==> src/rtl/kfmmc_sector_buffer_if.sv <==
`default_nettype none
// ============================================================================
// Module      : kfmmc_sector_buffer_if
// Description : Host CPU register-window bus of the KFMMC sector buffer.
// Revision    : 1.0 - initial release
// ============================================================================
interface kfmmc_sector_buffer_if;
    logic [2:0] host_address;
    logic [7:0] host_data_in;
    logic       host_write;
    logic       host_read;
    logic [7:0] host_data_out;
    logic       host_interrupt;

    modport master (
        output host_address,
        output host_data_in,
        output host_write,
        output host_read,
        input  host_data_out,
        input  host_interrupt
    );

    modport slave (
        input  host_address,
        input  host_data_in,
        input  host_write,
        input  host_read,
        output host_data_out,
        output host_interrupt
    );
endinterface
`default_nettype wire

==> src/rtl/kfmmc_sector_buffer.sv <==
`default_nettype none
// ============================================================================
// Module      : kfmmc_sector_buffer
// Description : One-block host buffer in front of the KFMMC drive engine.
//               Optional host interrupt: KFMMC_SECTOR_BUFFER_IRQ_EN.
// Revision    : 1.0 - initial release
// ============================================================================
module kfmmc_sector_buffer #(
    parameter int         BLOCK_SIZE = 512,
    parameter int         PTR_WIDTH  = 9,
    parameter logic [7:0] CMD_READ   = 8'h01,
    parameter logic [7:0] CMD_WRITE  = 8'h02
) (
    input  wire logic             clock,
    input  wire logic             reset_n,
    kfmmc_sector_buffer_if.slave  host,
    output logic [7:0]            data_bus,
    output logic                  write_block_address_1,
    output logic                  write_block_address_2,
    output logic                  write_block_address_3,
    output logic                  write_block_address_4,
    output logic                  write_command,
    output logic                  write_data,
    output logic                  read_data,
    input  wire logic [7:0]       read_data_byte,
    input  wire logic             drive_busy,
    input  wire logic             read_interface_error,
    input  wire logic             write_interface_error,
    input  wire logic             read_byte_interrupt,
    input  wire logic             read_completion_interrupt,
    input  wire logic             request_write_data_interrupt,
    input  wire logic             write_completion_interrupt
);

    localparam logic [2:0] c_st_idle        = 3'd0;
    localparam logic [2:0] c_st_cmd_issue   = 3'd1;
    localparam logic [2:0] c_st_read_fill   = 3'd2;
    localparam logic [2:0] c_st_read_ack    = 3'd3;
    localparam logic [2:0] c_st_write_drain = 3'd4;
    localparam logic [2:0] c_st_write_ack   = 3'd5;
    localparam logic [2:0] c_st_done        = 3'd6;

    localparam logic [PTR_WIDTH:0]   c_block_size = (PTR_WIDTH+1)'(BLOCK_SIZE);
    localparam logic [PTR_WIDTH:0]   c_drv_one    = (PTR_WIDTH+1)'(1);
    localparam logic [PTR_WIDTH-1:0] c_host_last  = PTR_WIDTH'(BLOCK_SIZE - 1);
    localparam logic [PTR_WIDTH-1:0] c_host_one   = PTR_WIDTH'(1);

    logic [2:0]           r_state;
    logic                 r_cmd_is_write;
    logic [PTR_WIDTH-1:0] r_host_ptr;
    logic [PTR_WIDTH:0]   r_drv_ptr;
    logic                 r_engine_busy;
    logic                 r_buffer_ready;
    logic                 r_length_error;
    logic [7:0]           r_data_bus;
    logic                 r_wr_ba1;
    logic                 r_wr_ba2;
    logic                 r_wr_ba3;
    logic                 r_wr_ba4;
    logic                 r_wr_cmd;
    logic                 r_wr_data;
    logic                 r_rd_ack;
    logic [7:0]           r_host_data_out;
    logic [7:0]           r_buffer [0:BLOCK_SIZE-1];

    logic                 w_idle;
    logic                 w_wr_data_reg;
    logic                 w_wr_cmd_reg;
    logic                 w_wr_addr_reg;
    logic                 w_rd_data_reg;
    logic                 w_rd_status_reg;
    logic                 w_drv_in_range;
    logic                 w_drive_strobe;
    logic                 w_is_xfer_cmd;
    logic [PTR_WIDTH-1:0] w_host_ptr_next;
    logic [PTR_WIDTH-1:0] w_ram_addr;
    logic                 w_ram_we;
    logic [7:0]           w_ram_wdata;
    logic [7:0]           w_ram_rdata;
    logic [7:0]           w_status;

    assign w_idle          = (r_state == c_st_idle);
    assign w_wr_data_reg   = host.host_write && (host.host_address == 3'd0);
    assign w_wr_cmd_reg    = host.host_write && (host.host_address == 3'd1);
    assign w_wr_addr_reg   = host.host_write && (host.host_address >= 3'd2)
                                             && (host.host_address <= 3'd5);
    assign w_rd_data_reg   = host.host_read  && (host.host_address == 3'd0);
    assign w_rd_status_reg = host.host_read  && (host.host_address == 3'd6);
    assign w_drv_in_range  = (r_drv_ptr < c_block_size);
    assign w_is_xfer_cmd   = (host.host_data_in == CMD_READ) || (host.host_data_in == CMD_WRITE);
    assign w_host_ptr_next = (r_host_ptr == c_host_last) ? '0 : r_host_ptr + c_host_one;

    // Cycles where the FSM itself issues a drive strobe; host address writes yield to these.
    assign w_drive_strobe = ((r_state == c_st_read_fill)
                             && (read_byte_interrupt || read_completion_interrupt))
                         || ((r_state == c_st_write_drain)
                             && (request_write_data_interrupt || write_completion_interrupt));

    // Single RAM port: host owns it in IDLE, drive side owns it everywhere else.
    assign w_ram_addr  = w_idle ? r_host_ptr : r_drv_ptr[PTR_WIDTH-1:0];
    assign w_ram_we    = (w_idle && w_wr_data_reg)
                      || ((r_state == c_st_read_fill) && read_byte_interrupt && w_drv_in_range);
    assign w_ram_wdata = w_idle ? host.host_data_in : read_data_byte;
    assign w_ram_rdata = r_buffer[w_ram_addr];

    assign w_status = {r_engine_busy, r_buffer_ready, r_length_error, write_interface_error,
                       read_interface_error, drive_busy, 2'b00};

    always_ff @(posedge clock) begin
        if (w_ram_we) begin
            r_buffer[w_ram_addr] <= w_ram_wdata;
        end
    end

    always_ff @(posedge clock or negedge reset_n) begin
        if (!reset_n) begin
            r_state         <= c_st_idle;
            r_cmd_is_write  <= 1'b0;
            r_host_ptr      <= '0;
            r_drv_ptr       <= '0;
            r_engine_busy   <= 1'b0;
            r_buffer_ready  <= 1'b0;
            r_length_error  <= 1'b0;
            r_data_bus      <= 8'h00;
            r_wr_ba1        <= 1'b0;
            r_wr_ba2        <= 1'b0;
            r_wr_ba3        <= 1'b0;
            r_wr_ba4        <= 1'b0;
            r_wr_cmd        <= 1'b0;
            r_wr_data       <= 1'b0;
            r_rd_ack        <= 1'b0;
            r_host_data_out <= 8'h00;
        end else begin
            r_wr_ba1  <= 1'b0;
            r_wr_ba2  <= 1'b0;
            r_wr_ba3  <= 1'b0;
            r_wr_ba4  <= 1'b0;
            r_wr_cmd  <= 1'b0;
            r_wr_data <= 1'b0;
            r_rd_ack  <= 1'b0;

            if (w_wr_addr_reg && !w_drive_strobe) begin
                r_data_bus <= host.host_data_in;
                case (host.host_address)
                    3'd2:    r_wr_ba1 <= 1'b1;
                    3'd3:    r_wr_ba2 <= 1'b1;
                    3'd4:    r_wr_ba3 <= 1'b1;
                    default: r_wr_ba4 <= 1'b1;
                endcase
            end

            if (host.host_read) begin
                case (host.host_address)
                    3'd0:    r_host_data_out <= w_idle ? w_ram_rdata : 8'hFF;
                    3'd6:    r_host_data_out <= w_status;
                    default: r_host_data_out <= 8'h00;
                endcase
            end

            case (r_state)
                c_st_idle: begin
                    if (w_wr_cmd_reg) begin
                        r_data_bus <= host.host_data_in;
                        r_wr_cmd   <= 1'b1;
                        r_host_ptr <= '0;
                        if (w_is_xfer_cmd) begin
                            r_state        <= c_st_cmd_issue;
                            r_cmd_is_write <= (host.host_data_in == CMD_WRITE);
                            r_engine_busy  <= 1'b1;
                            r_drv_ptr      <= '0;
                            r_buffer_ready <= 1'b0;
                            r_length_error <= 1'b0;
                        end
                    end else if (w_wr_data_reg || w_rd_data_reg) begin
                        r_host_ptr <= w_host_ptr_next;
                    end
                end
                c_st_cmd_issue: begin
                    r_state <= r_cmd_is_write ? c_st_write_drain : c_st_read_fill;
                end
                c_st_read_fill: begin
                    // A byte seen together with completion is taken first.
                    if (read_byte_interrupt) begin
                        if (w_drv_in_range) begin
                            r_drv_ptr <= r_drv_ptr + c_drv_one;
                        end else begin
                            r_length_error <= 1'b1;
                        end
                        r_rd_ack <= 1'b1;
                        r_state  <= c_st_read_ack;
                    end else if (read_completion_interrupt) begin
                        if (r_drv_ptr != c_block_size) begin
                            r_length_error <= 1'b1;
                        end
                        r_rd_ack <= 1'b1;
                        r_state  <= c_st_done;
                    end
                end
                c_st_read_ack: begin
                    r_state <= c_st_read_fill;
                end
                c_st_write_drain: begin
                    if (request_write_data_interrupt) begin
                        if (w_drv_in_range) begin
                            r_data_bus <= w_ram_rdata;
                            r_drv_ptr  <= r_drv_ptr + c_drv_one;
                        end else begin
                            r_data_bus     <= 8'hFF;
                            r_length_error <= 1'b1;
                        end
                        r_wr_data <= 1'b1;
                        r_state   <= c_st_write_ack;
                    end else if (write_completion_interrupt) begin
                        r_rd_ack <= 1'b1;
                        r_state  <= c_st_done;
                    end
                end
                c_st_write_ack: begin
                    r_state <= c_st_write_drain;
                end
                c_st_done: begin
                    r_buffer_ready <= 1'b1;
                    r_engine_busy  <= 1'b0;
                    r_host_ptr     <= '0;
                    r_state        <= c_st_idle;
                end
                default: begin
                    r_state <= c_st_idle;
                end
            endcase
        end
    end

`ifdef KFMMC_SECTOR_BUFFER_IRQ_EN
    logic r_host_irq;
    logic w_enter_done;

    assign w_enter_done = ((r_state == c_st_read_fill) && !read_byte_interrupt
                           && read_completion_interrupt)
                       || ((r_state == c_st_write_drain) && !request_write_data_interrupt
                           && write_completion_interrupt);

    always_ff @(posedge clock or negedge reset_n) begin
        if (!reset_n) begin
            r_host_irq <= 1'b0;
        end else if (w_rd_status_reg) begin
            r_host_irq <= 1'b0;
        end else if (w_enter_done) begin
            r_host_irq <= 1'b1;
        end
    end

    assign host.host_interrupt = r_host_irq;
`else
    assign host.host_interrupt = 1'b0;
`endif

    assign host.host_data_out    = r_host_data_out;
    assign data_bus              = r_data_bus;
    assign write_block_address_1 = r_wr_ba1;
    assign write_block_address_2 = r_wr_ba2;
    assign write_block_address_3 = r_wr_ba3;
    assign write_block_address_4 = r_wr_ba4;
    assign write_command         = r_wr_cmd;
    assign write_data            = r_wr_data;
    assign read_data             = r_rd_ack;

endmodule
`default_nettype wire

==> src/flat_wrapper.sv <==
// flat-port wrapper written by rule: the top's interface ports become plain ports
module kfmmc_sector_buffer_flat 
#(
    parameter int         BLOCK_SIZE = 512,
    parameter int         PTR_WIDTH  = 9,
    parameter logic [7:0] CMD_READ   = 8'h01,
    parameter logic [7:0] CMD_WRITE  = 8'h02
)
  (clock, reset_n, data_bus, write_block_address_1, write_block_address_2, write_block_address_3, write_block_address_4, write_command, write_data, read_data, read_data_byte, drive_busy, read_interface_error, write_interface_error, read_byte_interrupt, read_completion_interrupt, request_write_data_interrupt, write_completion_interrupt, host_host_address, host_host_data_in, host_host_write, host_host_read, host_host_data_out, host_host_interrupt);
  kfmmc_sector_buffer_if host_i ();
  input  wire logic clock;
  input  wire logic reset_n;
  output logic [7:0] data_bus;
  output logic write_block_address_1;
  output logic write_block_address_2;
  output logic write_block_address_3;
  output logic write_block_address_4;
  output logic write_command;
  output logic write_data;
  output logic read_data;
  input  wire logic [7:0] read_data_byte;
  input  wire logic drive_busy;
  input  wire logic read_interface_error;
  input  wire logic write_interface_error;
  input  wire logic read_byte_interrupt;
  input  wire logic read_completion_interrupt;
  input  wire logic request_write_data_interrupt;
  input  wire logic write_completion_interrupt;
  input wire logic [$bits(host_i.host_address)-1:0] host_host_address;
  input wire logic [$bits(host_i.host_data_in)-1:0] host_host_data_in;
  input wire logic [$bits(host_i.host_write)-1:0] host_host_write;
  input wire logic [$bits(host_i.host_read)-1:0] host_host_read;
  output wire logic [$bits(host_i.host_data_out)-1:0] host_host_data_out;
  output wire logic [$bits(host_i.host_interrupt)-1:0] host_host_interrupt;
  assign host_i.host_address = host_host_address;
  assign host_i.host_data_in = host_host_data_in;
  assign host_i.host_write = host_host_write;
  assign host_i.host_read = host_host_read;
  assign host_host_data_out = host_i.host_data_out;
  assign host_host_interrupt = host_i.host_interrupt;
  kfmmc_sector_buffer #(.BLOCK_SIZE(BLOCK_SIZE), .PTR_WIDTH(PTR_WIDTH), .CMD_READ(CMD_READ), .CMD_WRITE(CMD_WRITE)) u_core (.clock(clock), .reset_n(reset_n), .host(host_i), .data_bus(data_bus), .write_block_address_1(write_block_address_1), .write_block_address_2(write_block_address_2), .write_block_address_3(write_block_address_3), .write_block_address_4(write_block_address_4), .write_command(write_command), .write_data(write_data), .read_data(read_data), .read_data_byte(read_data_byte), .drive_busy(drive_busy), .read_interface_error(read_interface_error), .write_interface_error(write_interface_error), .read_byte_interrupt(read_byte_interrupt), .read_completion_interrupt(read_completion_interrupt), .request_write_data_interrupt(request_write_data_interrupt), .write_completion_interrupt(write_completion_interrupt));
endmodule
==> config.mk <==
export PLATFORM = sky130hd
export DESIGN_NAME = kfmmc_sector_buffer_flat
export DESIGN_NICKNAME = d
export VERILOG_FILES = /design/src/rtl/kfmmc_sector_buffer_if.sv /design/src/rtl/kfmmc_sector_buffer.sv /design/src/flat_wrapper.sv
export SDC_FILE = /design/constraint.sdc
export NUM_CORES = 2
export LEC_CHECK = 0
export CAP_MARGIN = 20
export CORE_MARGIN = 2
export CORE_UTILIZATION = 35
export CTS_BUF_LIST = sky130_fd_sc_hd__clkbuf_8
export DETAILED_ROUTE_END_ITERATION = 16
export MAX_ROUTING_LAYER = met4
export PLACE_DENSITY = 0.55
export SLEW_MARGIN = 0
export SYNTH_ARGS = -nofsm -noshare
export SYNTH_HDL_FRONTEND = slang
export SYNTH_SLANG_ARGS = --single-unit
==> constraint.sdc <==
create_clock -name clock -period 13.8 [get_ports clock]
set_input_delay 2.07 -clock clock [delete_from_list [all_inputs] [get_ports clock]]
set_output_delay 2.07 -clock clock [all_outputs]
set_load 0.03 [all_outputs]
==> After elaboration in Yosys (flattened, before gate mapping) <==
Memories as Yosys holds them, arrays and structs flattened.
Index checks and enable logic that the tools add are counted.
{ "classes": {"n_addsub": 2, "n_lt_le_gt_ge": 3, "n_eq_ne": 23, "muxes": 58, "n_reduce_logical": 29} }
{ "ops": {"columns": ["op", "count"], "rows": [
  ["10-bit two-way mux", 5],
  ["8-bit two-way mux", 6],
  ["9-bit two-way mux", 4],
  ["8-bit one-hot mux with 2 select lines", 2],
  ["10-bit one-hot mux with 3 select lines", 1],
  ["1-bit two-way mux", 27],
  ["3-bit two-way mux", 7],
  ["3-bit one-hot mux with 6 select lines", 1],
  ["9-bit one-hot mux with 2 select lines", 1],
  ["3-bit equality test, second input constant", 5],
  ["3-bit by 2-bit equality test with 1-bit output, second input constant", 4],
  ["3-bit != test, second input constant", 4],
  ["1-bit logical AND", 11],
  ["10-bit by 1-bit adder with 10-bit output, second input constant", 1],
  ["10-bit less-than comparator, second input constant", 1],
  ["10-bit != test, second input constant", 1],
  ["9-bit by 1-bit adder with 9-bit output, second input constant", 1],
  ["9-bit equality test, second input constant", 1],
  ["8-bit by 1-bit equality test with 1-bit output, second input constant", 1],
  ["8-bit by 2-bit equality test with 1-bit output, second input constant", 1],
  ["2-bit != test, second input constant", 4],
  ["3-bit by 1-bit equality test with 1-bit output, second input constant", 2],
  ["3-bit zero test", 2],
  ["1-bit logical OR", 6],
  ["13 further kinds", 16]
]} }
{ "totals": {"reg_bits": 49, "mem_bits_rw": 4096, "input_bits": 30, "out_inout_bits": 24, "n_memories": 1} }
{ "memory_table": {"columns": ["name", "words", "word_bits", "read_ports", "rd_ports_with_merged_regs", "write_ports", "line", "rtl"], "rows": [
  ["u_core.r_buffer", 512, 8, 1, 0, 1, "kfmmc_sector_buffer.sv:64", "logic [7:0] r_buffer [0:BLOCK_SIZE-1];"]
]} }

==> Logic depth before layout (Yosys ltp) <==
{ "depth": {"depth_word": 8, "depth_mapped": 18, "mapped_depth_nobuf": 10} }

==> Worst setup path before layout <==
No wires, ideal clock.
{ "synth_path": {"path_kind": "input port to flip-flop", "startpoint": "input port host_host_data_in[0]", "endpoint": "memory u_core.r_buffer[0][0], data pin", "setup_time_ps": 1445, "arrival_time_ps": 8201, "t_required_ps": 12355, "setup_slack_ps": 4153, "stages": 2, "path_cell_list": "nand2_1 -> nand2_1"} }
{ "synth_via": {"elab_chain_len": 1} }
{ "synth_rtl": {"columns": ["item", "line", "rtl"], "rows": [
  ["from (decl)", "flat_wrapper.sv:30", "input wire logic [$bits(host_i.host_data_in)-1:0] host_host_data_in;"],
  ["8-bit two-way mux", "kfmmc_sector_buffer.sv:103", "assign w_ram_wdata = w_idle ? host.host_data_in : read_data_byte;"],
  ["named net u_core.w_ram_wdata[0]", "kfmmc_sector_buffer.sv:78", "logic [7:0] w_ram_wdata;"],
  ["to (decl)", "kfmmc_sector_buffer.sv:64", null]
]} }
The timed path passes the listed nets, and every way through them passes these cells.

==> Worst setup path after layout <==
{ "layout_path": {"startpoint": "register u_core.r_state[2]", "endpoint": "register u_core.r_data_bus[0], in the netlist u_core.data_bus[0]"} }
{ "layout_via": {"elab_chain_len": 8} }
{ "layout_rtl": {"columns": ["item", "line", "rtl"], "rows": [
  ["from (decl)", "kfmmc_sector_buffer.sv:48", "logic [2:0] r_state;"],
  ["from (signal assigned)", "kfmmc_sector_buffer.sv:117", "r_state <= c_st_idle;"],
  ["from (signal assigned)", "kfmmc_sector_buffer.sv:167", "r_state <= c_st_cmd_issue;"],
  ["from (signal assigned)", "kfmmc_sector_buffer.sv:179", "r_state <= r_cmd_is_write ? c_st_write_drain : c_st_read_fill;"],
  ["parallel branches: the longest is 7 deep, another holds memory read 512 x 8 bit", null, null],
  ["8-bit one-hot mux with 2 select lines *", "kfmmc_sector_buffer.sv:160", "case (r_state)"],
  ["to (signal assigned)", "kfmmc_sector_buffer.sv:143", "r_data_bus <= host.host_data_in;"],
  ["to (signal assigned)", "kfmmc_sector_buffer.sv:163", "r_data_bus <= host.host_data_in;"],
  ["to (signal assigned)", "kfmmc_sector_buffer.sv:205", "r_data_bus <= w_ram_rdata;"],
  ["to (decl)", "kfmmc_sector_buffer.sv:55", "logic [7:0] r_data_bus;"]
]} }
Mark *: on every way between the ends.
A chain may end at the register's enable or synchronous reset.

==> results by stage <==
Status:
- The run finished with clean final reports.

Worst setup path:
- The end of the worst register-to-register path is u_core.data_bus[0].
- The kind of start point of the critical path is a flop.
- For this design, the slowest cell found on the critical path is or4b_4.
- The beginning of the worst register-to-register path is u_core.r_state[2].
- Of all nets on the critical path, the largest fanout is 75.
- The data arrival time of the worst path is 9450 ps.
- The largest single stage delay on the critical path is 1160 ps.
- The critical path in this run is classified as flop to flop.
- In this run the worst setup path terminates at u_core.data_bus[0].
- The register-to-register setup slack is 5500 ps.
- The signal on the critical path passes through or4b_4 > nand2_8 > buf_4 > buf_4 > buf_4 > buf_4 > a221oi_1 > a21oi_1 > nand4_1 > a22o_1 > nor4_1 > o2111ai_1 > o211a_1.
- The worst reg-to-reg path cell count is 13.
- The source of the critical timing path is u_core.r_state[2].
- For the worst setup path, the data required time is 14950 ps.
- The library cell appearing most often on the critical path is buf_4.
- The endpoint class of the critical path is a flop.

Detailed routing:
- The post-detailed-route DRC marker count is 0.
- The final layout contains routed wiring with a total length of 527 mm.
- For this block, the initial DRC count from the detailed router was 14518.
- The number of vias after detailed routing is 103080.
- The length of the first detailed-routing pass in iterations is 9.
- The average via count per standard cell is 5.73.
- In this run the remaining antenna-violating nets after routing total 0.
- The detail-routed net length per standard cell is 29.3 µm.

Synth:
- The area share of the largest cell type after synthesis is 74.9%.
- The Yosys warning count is 0.
- The number of nets handed over by synthesis was 11167.
- The synthesized instance count is 11133.
- The number of enable-type register cells in the synthesized netlist is 4096.
- Among all flip-flop cells after synthesis, the most frequent one is edfxtp_1.
- Summed over all instances, the cell type with the most area after synthesis is edfxtp_1.
- The number of distinct standard cells referenced by the synthesized netlist is 86.
- The cell area that synthesis handed to floorplanning was 0.164 mm².
- By area the synthesized netlist is led by edfxtp_1 (75%), mux2i_1 (4.1%), nand2_1 (4.0%).
- Counting flops and latches in the post-synthesis netlist gives 4145.
- Summing the sequential cell areas from Yosys gives 75.7% of the chip area.
- The fraction of synthesis flops using an asynchronous set or reset pin is 1.18%.
- The average instance in the mapped netlist occupies 14.7 µm².

Place:
- The area of placed instances is 0.171 mm².
- The routability congestion estimate is 0.882.
- The number of input and output port buffers inserted is 52.
- The total placed cells including tap cells is 16807.
- The HPWL after detailed placement is 308 mm.

Clocking:
- The number of hold buffers added after CTS was 0.
- The TritonCTS clock tree is done.
- Clock-pin slew was measured on the worst setup and hold paths at 70 ps.
- The CTS H-tree depth is 6.
- The clock passes through at most 4 buffers.
- The post-CTS resize count is 0.
- The clock drives 4145 sinks.
- Clock latency on the worst-skew pair, taken at its later pin, is 1270 ps.
- The cell at the root of the clock tree is clkbuf_8.
- Buffers inserted during clock tree synthesis total 643.
- After clock tree synthesis, the setup repair step added 0 buffers.

STA:
- The post-route setup TNS is 0 ps.
- The top achievable clock speed is 0.121 GHz.
- The count of final max-slew check failures is 0.
- The routed design could run at a clock period as short as 8300 ps.
- After layout, the worst path uses 60.1% of the clock period.
- Setup violations remaining at the end of the flow were counted as 0.
- Setup repair after global routing left no endpoint under its margin.
- On the final layout, the worst clock skew is 56.0 ps.
- In this run the tightest slew margin relative to its limit is 18.6%.
- The slew of the pin with the lowest slew margin is 1190 ps.
- The number of hold-slack violations in the final timing report is 0.

Run:
- The max-cap violation count is 0.

Global routing:
- The initial antenna violation count was 35.
- The wire length of the first global-routing pass is 740 mm.
- The overall overflow remaining after global route is 0.
- Entering global routing, the biggest net connects 200 pins.
- The via count of the first global-routing pass is 98591.
- The combined global-route utilization of all metal layers is 22.1%.

Pwr:
- The peak supply drop is 0.204 mV.
- For this design the ratio of total power to cell area is 212 mW/mm².
- The total chip power is 38.8 mW.
- The analysis attributes to cell leakage a power of 59.4 nW.

Floorplanning:
- The width of the die is 689 µm.
- The overall die area is 0.475 mm².
- After floorplanning, the core was divided into 251 placement rows.
- Once the floorplan was initialized, standard cells occupied 35.1% of the core.
- The chip height is 689 µm.
- The total area inside the core boundary comes to 0.467 mm².
- The top-level port count is 54.

Cells and area:
- After routing the design area is 0.183 mm².
- The growth of design area from synthesis to finish is 11.6%.
- The finished layout holds 17984 standard cells, fillers aside.
- After filler insertion, the fill cell instance count of the layout stands at 43103.
- The net total in the final layout is 11292.
- The post-route netlist has 10.2% of its cells at a drive strength greater than 1.
- Once layout is complete, the utilization of the core stands at 39.2%.

Min path:
- The path class of the lowest-slack min-delay path is flop to flop.
==> synth_stat cells, drive strengths merged (47+ instances only) <==
cell type and n:
o22ai 217, nand2 1738, nor2 590, buf 415, a32oi 166, a21oi 583, a22oi 80, o21ai 165
edfxtp 4096, mux2i 670, dfrtp 49, clkbuf 404, a221oi 91, o2111ai 47, and3 348, nor4 74
a211oi 338, nand4 82, a31oi 190, nand3 361
==> area by class of cell <==
type                    count  area [µm²]  area share, %
clock buffers             662        9110           4.97
multi-input cells        6160       37000           20.2
repair buffers            299        2580           1.41
clock inverters           494        2570           1.40
well taps                6198        7750           4.23
inverters                   9        33.8         0.0184
diodes                     17        42.5         0.0232
flip-flops and latches   4145      124000           67.8
==> state kept, by name, indices dropped and copies added (netlist names) <==
| name | cells |
|---|---|
| u_core.r_buffer_ready | 1 |
| u_core.write_data | 1 |
| u_core.r_length_error | 1 |
| u_core.r_cmd_is_write | 1 |
| u_core.read_data | 1 |
| u_core.r_host_ptr | 9 |
| u_core.data_bus | 8 |
| u_core.r_state | 3 |
| u_core.r_buffer | 4096 |
| u_core.r_engine_busy | 1 |
| u_core.write_command | 1 |
| u_core.host.host_data_out | 8 |
| u_core.write_block_address_3 | 1 |
| u_core.r_drv_ptr | 10 |
| u_core.write_block_address_1 | 1 |
| u_core.write_block_address_2 | 1 |
| u_core.write_block_address_4 | 1 |
==> worst min-delay path by stage <==
stage,startpoint,to,depth (start not counted)
floorplan,u_core.r_length_error,u_core.r_length_error,2
global placement,u_core.r_buffer_ready,u_core.r_buffer_ready,2
detailed placement,u_core.r_engine_busy,u_core.r_engine_busy,2
CTS,u_core.r_engine_busy,u_core.r_engine_busy,2
global route,u_core.r_engine_busy,u_core.r_engine_busy,2
finish,u_core.r_buffer_ready,u_core.r_buffer_ready,2
==> metal layers <==
metal	global-route usage, %	wire length, µm	part of all wire [%]
met1	30.1	217000	41
met2	33.4	240000	46
met3	4.03	50700	9.6
met4	7.62	19100	3.6
met5	-	0	0
==> worst max-delay path, delay by kind of cell (launching register included) <==
kind | cells | cell delay [ps]
and+or+nand+nor | 4 | 2900
AOI/OAI and AO/OA | 5 | 1510
buffers and inverters | 4 | 2750
DFF | 1 | 760
==> cell usage in the layout (no fill, tap or decap), types with 17 or more instances in the layout <==
cell             Yosys  routed
edfxtp_1          4096    4096
nand2_1           1736    1706
clkbuf_8             0     662
mux2i_1            666     659
a21oi_1            582     581
nor2_1             588     576
nand3_1            361     361
and3_1             348     348
a211oi_1           338     337
buf_4               29     218
o22ai_1            217     216
a31oi_1            190     190
clkinv_1             0     187
inv_1                9     182
a32oi_1            166     166
o21ai_0            165     163
a221oi_1            91      91
nand4_1             82      82
a22oi_1             80      80
clkinv_2             0      78
nor4_1              72      58
clkdlybuf4s50_1      0      51
dfrtp_1             49      49
o2111ai_1           47      47
a2111oi_0           46      43
mux2_2              36      34
o22a_1              25      25
nand2_4              0      23
a22o_1              18      18
a311oi_1            18      18
diode_2              0      17
==> power breakdown <==
part	internal, mW	switching, mW	total [mW]
registers	15.9	0.112	16.0
clock network	4.70	4.92	9.62
logic	3.06	10.1	13.2
==> kinds of logic after synthesis <==
group	Yosys count	share of synthesized area, %
AO/OA/AOI/OAI	2113	8.65
XOR/XNOR	9	0.0480
adder cells (fa/ha/maj)	4	0.0305
buffers and inverters	828	2.20
flip-flops	4145	75.7
multiplexers	725	4.55
other	1	0.00228
AND/OR/NAND/NOR	3308	8.85
==> per-stage QoR <==
stage	worst slack, ps	hold slack, ps
2_1_floorplan	4150	466
3_3_place_gp	5630	490
3_5_place_dp	5940	504
4_1_cts	5920	518
5_1_grt	5420	550
6_report	5500	517
No activity file was read; power rests on OpenSTA's default activity.
